<file path="config.mk">
export PLATFORM = sky130hd
export DESIGN_NAME = kronos_mem_arb
export DESIGN_NICKNAME = d
export VERILOG_FILES = /design/src/rtl/kronos_mem_arb.sv
export SDC_FILE = /design/constraint.sdc
export NUM_CORES = 1
export LEC_CHECK = 0
export ABC_AREA = 1
export BUFFER_PORTS_ARGS = -buffer_cell sky130_fd_sc_hd__buf_2
export CELL_PAD_IN_SITES_DETAIL_PLACEMENT = 1
export CELL_PAD_IN_SITES_GLOBAL_PLACEMENT = 2
export CORE_MARGIN = 3
export CORE_UTILIZATION = 19
export CTS_CLUSTER_SIZE = 14
export DETAILED_ROUTE_END_ITERATION = 8
export PLACE_DENSITY_LB_ADDON = 0.1
export SYNTH_ARGS = -nofsm -noshare
export SYNTH_HDL_FRONTEND = slang
export SYNTH_SLANG_ARGS = --single-unit
</file>
<file path="constraint.sdc">
create_clock -name clk -period 1.25 [get_ports clk]
set_clock_uncertainty 0.05 [all_clocks]
set_input_delay 0.0625 -clock clk [delete_from_list [all_inputs] [get_ports clk]]
set_output_delay 0.0625 -clock clk [all_outputs]
set_load 0.02 [all_outputs]
</file>
<file path="src/rtl/kronos_mem_arb.sv">
// Arbiter sharing one memory port between the core fetch and load/store ports.
// Data side wins contention until the fetch side has lost STARVE_LIMIT times in a row.
module kronos_mem_arb #(
  parameter int unsigned STARVE_LIMIT = 4
) (
  input  logic        clk,
  input  logic        rstz,
  input  logic [31:0] instr_addr,
  input  logic        instr_req,
  output logic [31:0] instr_data,
  output logic        instr_ack,
  input  logic [31:0] data_addr,
  input  logic [31:0] data_wr_data,
  input  logic [3:0]  data_mask,
  input  logic        data_wr_en,
  input  logic        data_req,
  output logic [31:0] data_rd_data,
  output logic        data_ack,
  output logic [31:0] mem_addr,
  output logic [31:0] mem_wr_data,
  output logic [3:0]  mem_mask,
  output logic        mem_wr_en,
  output logic        mem_req,
  input  logic [31:0] mem_rd_data,
  input  logic        mem_ack
);

  localparam int unsigned CNT_W = (STARVE_LIMIT != 0) ? $clog2(STARVE_LIMIT + 1) : 1;
  localparam logic [CNT_W-1:0] CNT_MAX = CNT_W'(STARVE_LIMIT);
  localparam bit FAIR_EN = (STARVE_LIMIT != 0);

  typedef enum logic [1:0] {IDLE, GNT_I, GNT_D} state_e;

  state_e           state_q, state_d;
  logic [CNT_W-1:0] starve_cnt_q, starve_cnt_d;
  logic [31:0]      mem_addr_q, mem_addr_d;
  logic [31:0]      mem_wr_data_q, mem_wr_data_d;
  logic [3:0]       mem_mask_q, mem_mask_d;
  logic             mem_wr_en_q, mem_wr_en_d;
  logic             force_instr;

  assign force_instr = FAIR_EN && (starve_cnt_q == CNT_MAX);

  // Arbitration and command capture; command fields only change on the IDLE exit edge.
  always_comb begin
    state_d       = state_q;
    starve_cnt_d  = starve_cnt_q;
    mem_addr_d    = mem_addr_q;
    mem_wr_data_d = mem_wr_data_q;
    mem_mask_d    = mem_mask_q;
    mem_wr_en_d   = mem_wr_en_q;
    case (state_q)
      IDLE: begin
        if (data_req && !(instr_req && force_instr)) begin
          state_d       = GNT_D;
          mem_addr_d    = data_addr;
          mem_wr_data_d = data_wr_data;
          mem_mask_d    = data_mask;
          mem_wr_en_d   = data_wr_en;
          if (instr_req && (starve_cnt_q != CNT_MAX)) begin
            starve_cnt_d = starve_cnt_q + CNT_W'(1);
          end
        end else if (instr_req) begin
          state_d       = GNT_I;
          mem_addr_d    = instr_addr;
          mem_wr_data_d = 32'h0;
          mem_mask_d    = 4'hF;
          mem_wr_en_d   = 1'b0;
          starve_cnt_d  = '0;
        end
      end
      GNT_I, GNT_D: begin
        if (mem_ack) state_d = IDLE;
      end
      default: state_d = IDLE;
    endcase
  end

  always_ff @(posedge clk or negedge rstz) begin
    if (!rstz) begin
      state_q       <= IDLE;
      starve_cnt_q  <= '0;
      mem_addr_q    <= '0;
      mem_wr_data_q <= '0;
      mem_mask_q    <= '0;
      mem_wr_en_q   <= 1'b0;
    end else begin
      state_q       <= state_d;
      starve_cnt_q  <= starve_cnt_d;
      mem_addr_q    <= mem_addr_d;
      mem_wr_data_q <= mem_wr_data_d;
      mem_mask_q    <= mem_mask_d;
      mem_wr_en_q   <= mem_wr_en_d;
    end
  end

  // Acks complete in the same cycle as mem_ack; read data is shared by both sides.
  assign mem_req      = (state_q != IDLE);
  assign instr_ack    = (state_q == GNT_I) && mem_ack;
  assign data_ack     = (state_q == GNT_D) && mem_ack;
  assign instr_data   = mem_rd_data;
  assign data_rd_data = mem_rd_data;
  assign mem_addr     = mem_addr_q;
  assign mem_wr_data  = mem_wr_data_q;
  assign mem_mask     = mem_mask_q;
  assign mem_wr_en    = mem_wr_en_q;

endmodule

</file>
* After elaboration in Yosys (flattened, before gate mapping) *
Cells that the tools add are included.
Widths: inputs -> output; s select.

operators by class
  multipliers = 0
  shift-type cells = 0
  equality and inequality tests = 7
  reduce and logical (&&, ||, !) cells = 13
  divide/modulo/power cells = 0
  muxes and demuxes = 15
  bitwise operators = 0
  magnitude comparators = 0
  add/sub/neg operators = 1

operator list
  operator             number
  $mux 32              4
  $mux 3               3
  $mux 4               2
  $mux 2               3
  $ne 3x3->1 const B   2
  $logic_and 1x1->1    5
  $pmux 2 s2           1
  $reduce_and 2->1     2
  $reduce_bool 2->1    2
  $add 3x1->3 const B  1
  $eq 3x3->1 const B   1
  $reduce_and 3->1     1
  $eq 2x1->1 const B   1
  $eq 2x2->1 const B   1
  $logic_not 2->1      1
  $mux 1               2
  $ne 2x1->1 const B   1
  $ne 2x2->1 const B   1
  $reduce_or 2->1      1
  $logic_not 1->1      1

word-level totals
  output and inout bits = 136
  ROM bits = 0
  input bits = 138
  bits in writable memories = 0
  register bits = 74
  memories = 0
  bits in latches = 0
  logic and storage cells = 42

* Logic depth before layout (Yosys ltp) *
  depth after elaboration = 6
  gate-level depth with buffers = 8
  mapped depth without buffers = 7

* Worst setup path before layout *
OpenSTA, ideal clock, no wires.

  path kind = register -> register
  start point = register state_q[0]
  end point = register mem_wr_data_q[10] (netlist: mem_wr_data[10])
  slack = -0.210 ns
  stages on the path, launching flop included = 9
  clock period less this slack = 1.460 ns
  data arrival time = 1.294 ns
  cell sequence = dfrtp_1 -> inv_1 -> ha_1 -> buf_4 -> inv_1 -> nor2_8 -> buf_6 -> nand2_1 -> nand2_1

on the way
  longest elaborated chain between the ends = 2

RTL lines
  what                        RTL line  source
  start: declaration          34        state_e state_q, state_d;
  start signal: assignment    88        state_q <= state_d;
  $logic_not 2->1             52        case (state_q)
  $reduce_and 2->1 (no line)  --
  end signal: assignment      91        mem_wr_data_q <= mem_wr_data_d;
  end: declaration            37        logic [31:0] mem_wr_data_q, mem_wr_data_d;

No other way between the ends.
A chain may end at the register's enable or synchronous reset.

* Final worst setup path *
  start point = register state_q[0]
  end point = output port data_ack

on the way
  longest elaborated chain between the ends = 2

RTL lines
  what               RTL line  source
  $eq 2x2->1         100       assign data_ack = (state_q == GNT_D) && mem_ack;
  $logic_and 1x1->1  100
  end: declaration   18        output logic data_ack,

No other way between the ends.

==> flow_metrics.env <==
export IMPL_status="finished with violations"
export IMPL_violations="setup timing"
export IMPL_grt_usage_pct=13.90
export IMPL_ant_nets=0
export IMPL_initial_utilization_pct=19.57
export IMPL_place_gp_congestion=0.7304
export IMPL_period_share_pct=116.0
export IMPL_syn_avg_cell_area_um2=8.556
export IMPL_routed_top_layer="met4"
export IMPL_insertion_delay_ps=340
export IMPL_stdcell_area_um2=6852
export IMPL_clock_sinks=74
export IMPL_grt_pass1_wl_um=24100
export IMPL_slew_violations=0
export IMPL_core_area_um2=19720
export IMPL_drtPass1Iterations=4
export IMPL_vias=4013
export IMPL_die_h_um=148.5
export IMPL_drc=0
export IMPL_clkSlewWorstSetupHoldPaths_ps=60
export IMPL_cts_tree="built"
export IMPL_routedWlPerCell_um=16.95
export IMPL_grt_max_degree=37
export IMPL_worst_setup_path_start_kind="flip-flop"
export IMPL_required_ps=1140
export IMPL_cts_buffer_depth=2
export IMPL_port_buffers=177
export IMPL_fin_util_pct=34.75
export IMPL_syn_to_final_growth_pct=77.56
export IMPL_rsz0062_at_grt="yes"
export IMPL_crit_type="reg2out"
export IMPL_yosysUniqueCellTypes=19
export IMPL_hpwl_um=9840
export IMPL_wirelength_met1_um=7437
export IMPL_setup_ws_ps=-200.4
export IMPL_htreeDepth=3
export IMPL_power_density_nw_per_um2=2266
export IMPL_cts_inserted_buffers=9
export IMPL_syn_num_nets=594
export IMPL_ys_ff_latch=74
export IMPL_ys_warn_count=0
export IMPL_crit_arrival_ps=1340
export IMPL_place_area_um2=4755
export IMPL_synth_area_um2=3859
export IMPL_final_layout_size_suffix_gt1_share_pct=41.24
export IMPL_drt_vias_per_instance=4.124
export IMPL_die_x_um=148.5
export IMPL_slew_headroom_pct=67.14
export IMPL_wl_met2_um=7776
export IMPL_cts_root_buffer="clkbuf_16"
export IMPL_syn_inst=451
export IMPL_wirelength_um=16490
export IMPL_fin_nets=846
export IMPL_fmax_mhz=689.5
export IMPL_wl_met3_um=1060
export IMPL_fillCellCount=2272
export IMPL_grt_pass1_vias=4381
export IMPL_diodes=0
export IMPL_num_rows=51
export IMPL_seq_area_frac_synth_pct=47.99
export IMPL_antenna_found_initial=0
export IMPL_hold_path_class="in2async"
export IMPL_drt_iter0_drc=110
export IMPL_maxCapViolCount=0
export IMPL_hold_viol_final=0
export IMPL_hold_ws_ps=74.78
export IMPL_worst_slew_pin_slew_ps=492.9
export IMPL_peakVddDrop_mv=0.6554
export IMPL_p_leak_nw=3.488
export IMPL_critPathMaxFanout=2
export IMPL_overflow=0
export IMPL_die_area_um2=22060
export IMPL_critPathCaptureType="primary output"
export IMPL_ioPinCount=274
export IMPL_setup_viol=77
export IMPL_fin_crit_ps=1450
==> metal layers <==
| layer | global-route usage, % | vias to the layer above |
|---|---|---|
| met5 | 0 | - |
| met3 | 3.961 | 15 |
| met2 | 22.98 | 159 |
| met1 | 17.51 | 1915 |
| li1 | - | 1924 |
| met4 | 4.573 | 0 |
==> metrics by stage <==
stage	power, W	instances	setup slack (ps)	TNS (ps)
2_1_floorplan	0.008354	451	-164.7	-8902
3_3_place_gp	0.01084	830	-274.4	-16690
3_5_place_dp	0.01089	830	-293.4	-18830
4_1_cts	0.01478	959	-191.1	-9992
5_1_grt	0.01671	973	-274.1	-16900
6_report	0.01553	973	-200.4	-10160
==> sequential cells by signal, summed over array words and instances, names as in the netlist <==
signal and cells:
mem_addr 32, mem_mask 4, mem_wr_data 32, mem_wr_en 1
starve_cnt_q 3, state_q 2
==> cell usage after synthesis, drive strengths merged <==
cell	n	share of area [%]
o22ai	1	0.16
nand3	67	9.0
nor2	1	0.52
nand2	160	16
buf	90	17
ha	5	1.6
dfrtp	74	48
inv	13	1.3
nand4	32	5.2
clkbuf	1	0.097
nand3b	4	0.78
o21ai	2	0.26
xor2	1	0.23
==> final timing paths <==
| path | startpoint | slack (ps) | endpoint | cells past startpoint |
|---|---|---|---|---|
| setup / recovery | state_q[0] | -200 | data_ack | 7 |
| hold / removal | rstz | 70 | mem_wr_data[16] | 2 |
| setup reg to reg | starve_cnt_q[0] | -160 | mem_addr[9] | 7 |
| hold reg to reg | mem_wr_data[11] | 430 | mem_wr_data[11] | 2 |
| max in group asynchronous | rstz | 610 | mem_addr[10] | 3 |
| min in group clk | mem_rd_data[3] | 80 | data_rd_data[3] | 0 |
==> report_power, final <==
group | switching, W | internal, W | total, W
registers | 0.000666 | 0.00356 | 0.00423
clock network | 0.00109 | 0.00174 | 0.00284
logic | 0.00483 | 0.00363 | 0.00846
==> area by class of cell <==
cell class              count  area [um2]  area share [%]
clock buffers               9       225.2           3.287
clock inverters             7       93.84           1.370
inverters                  13       65.06          0.9496
multi-input cells         274        1494           21.80
flip-flops and latches     74        1852           27.03
well taps                 265       331.6           4.839
repair buffers            331        2790           40.72
==> cell families (layout without fill, tap and decap cells) <==
group	count (synthesis)	after routing	share of synthesized area (%)
AOI/OAI and AO/OA	3	3	0.4216
xor gates and xnor gates	1	1	0.2270
adders and majority gates	5	5	1.621
buffers and inverters	104	360	18.26
DFF	74	74	47.99
and+or+nand+nor	264	265	31.49
==> critical path, stage by stage, from the launching register on <==
cell and delay, ps:
dfrtp_1 360, inv_2 60, buf_4 130, buf_6 110
ha_4 140, nand2_2 50, inv_2 30, buf_6 120
==> timing repair <==
action | 4_1_cts | 5_1_grt
setup endpoints to repair | 77 | 77
hold buffers | 102 | 0
resized for setup | 45 | 35
cloned | 3 | 12
setup buffers | 8 | 3
pin swaps | 7 | 4
endpoints found under the hold margin | 143 | 0
==> cell usage in the layout (no fill, tap or decap), types with 3 or more instances in the layout <==
cell / instances
buf_2: 173
inv_1: 5
nand4_1: 32
nand3_1: 53
nand2_1: 142
nand2_8: 3
clkinvlp_4: 3
inv_2: 6
nand3_2: 13
buf_4: 16
buf_16: 4
buf_12: 14
dfrtp_1: 74
ha_4: 3
nand3b_1: 4
buf_6: 10
clkbuf_16: 19
dlygate4sd3_1: 102
nand2_2: 15
No activity file was read; power rests on OpenSTA's default activity.
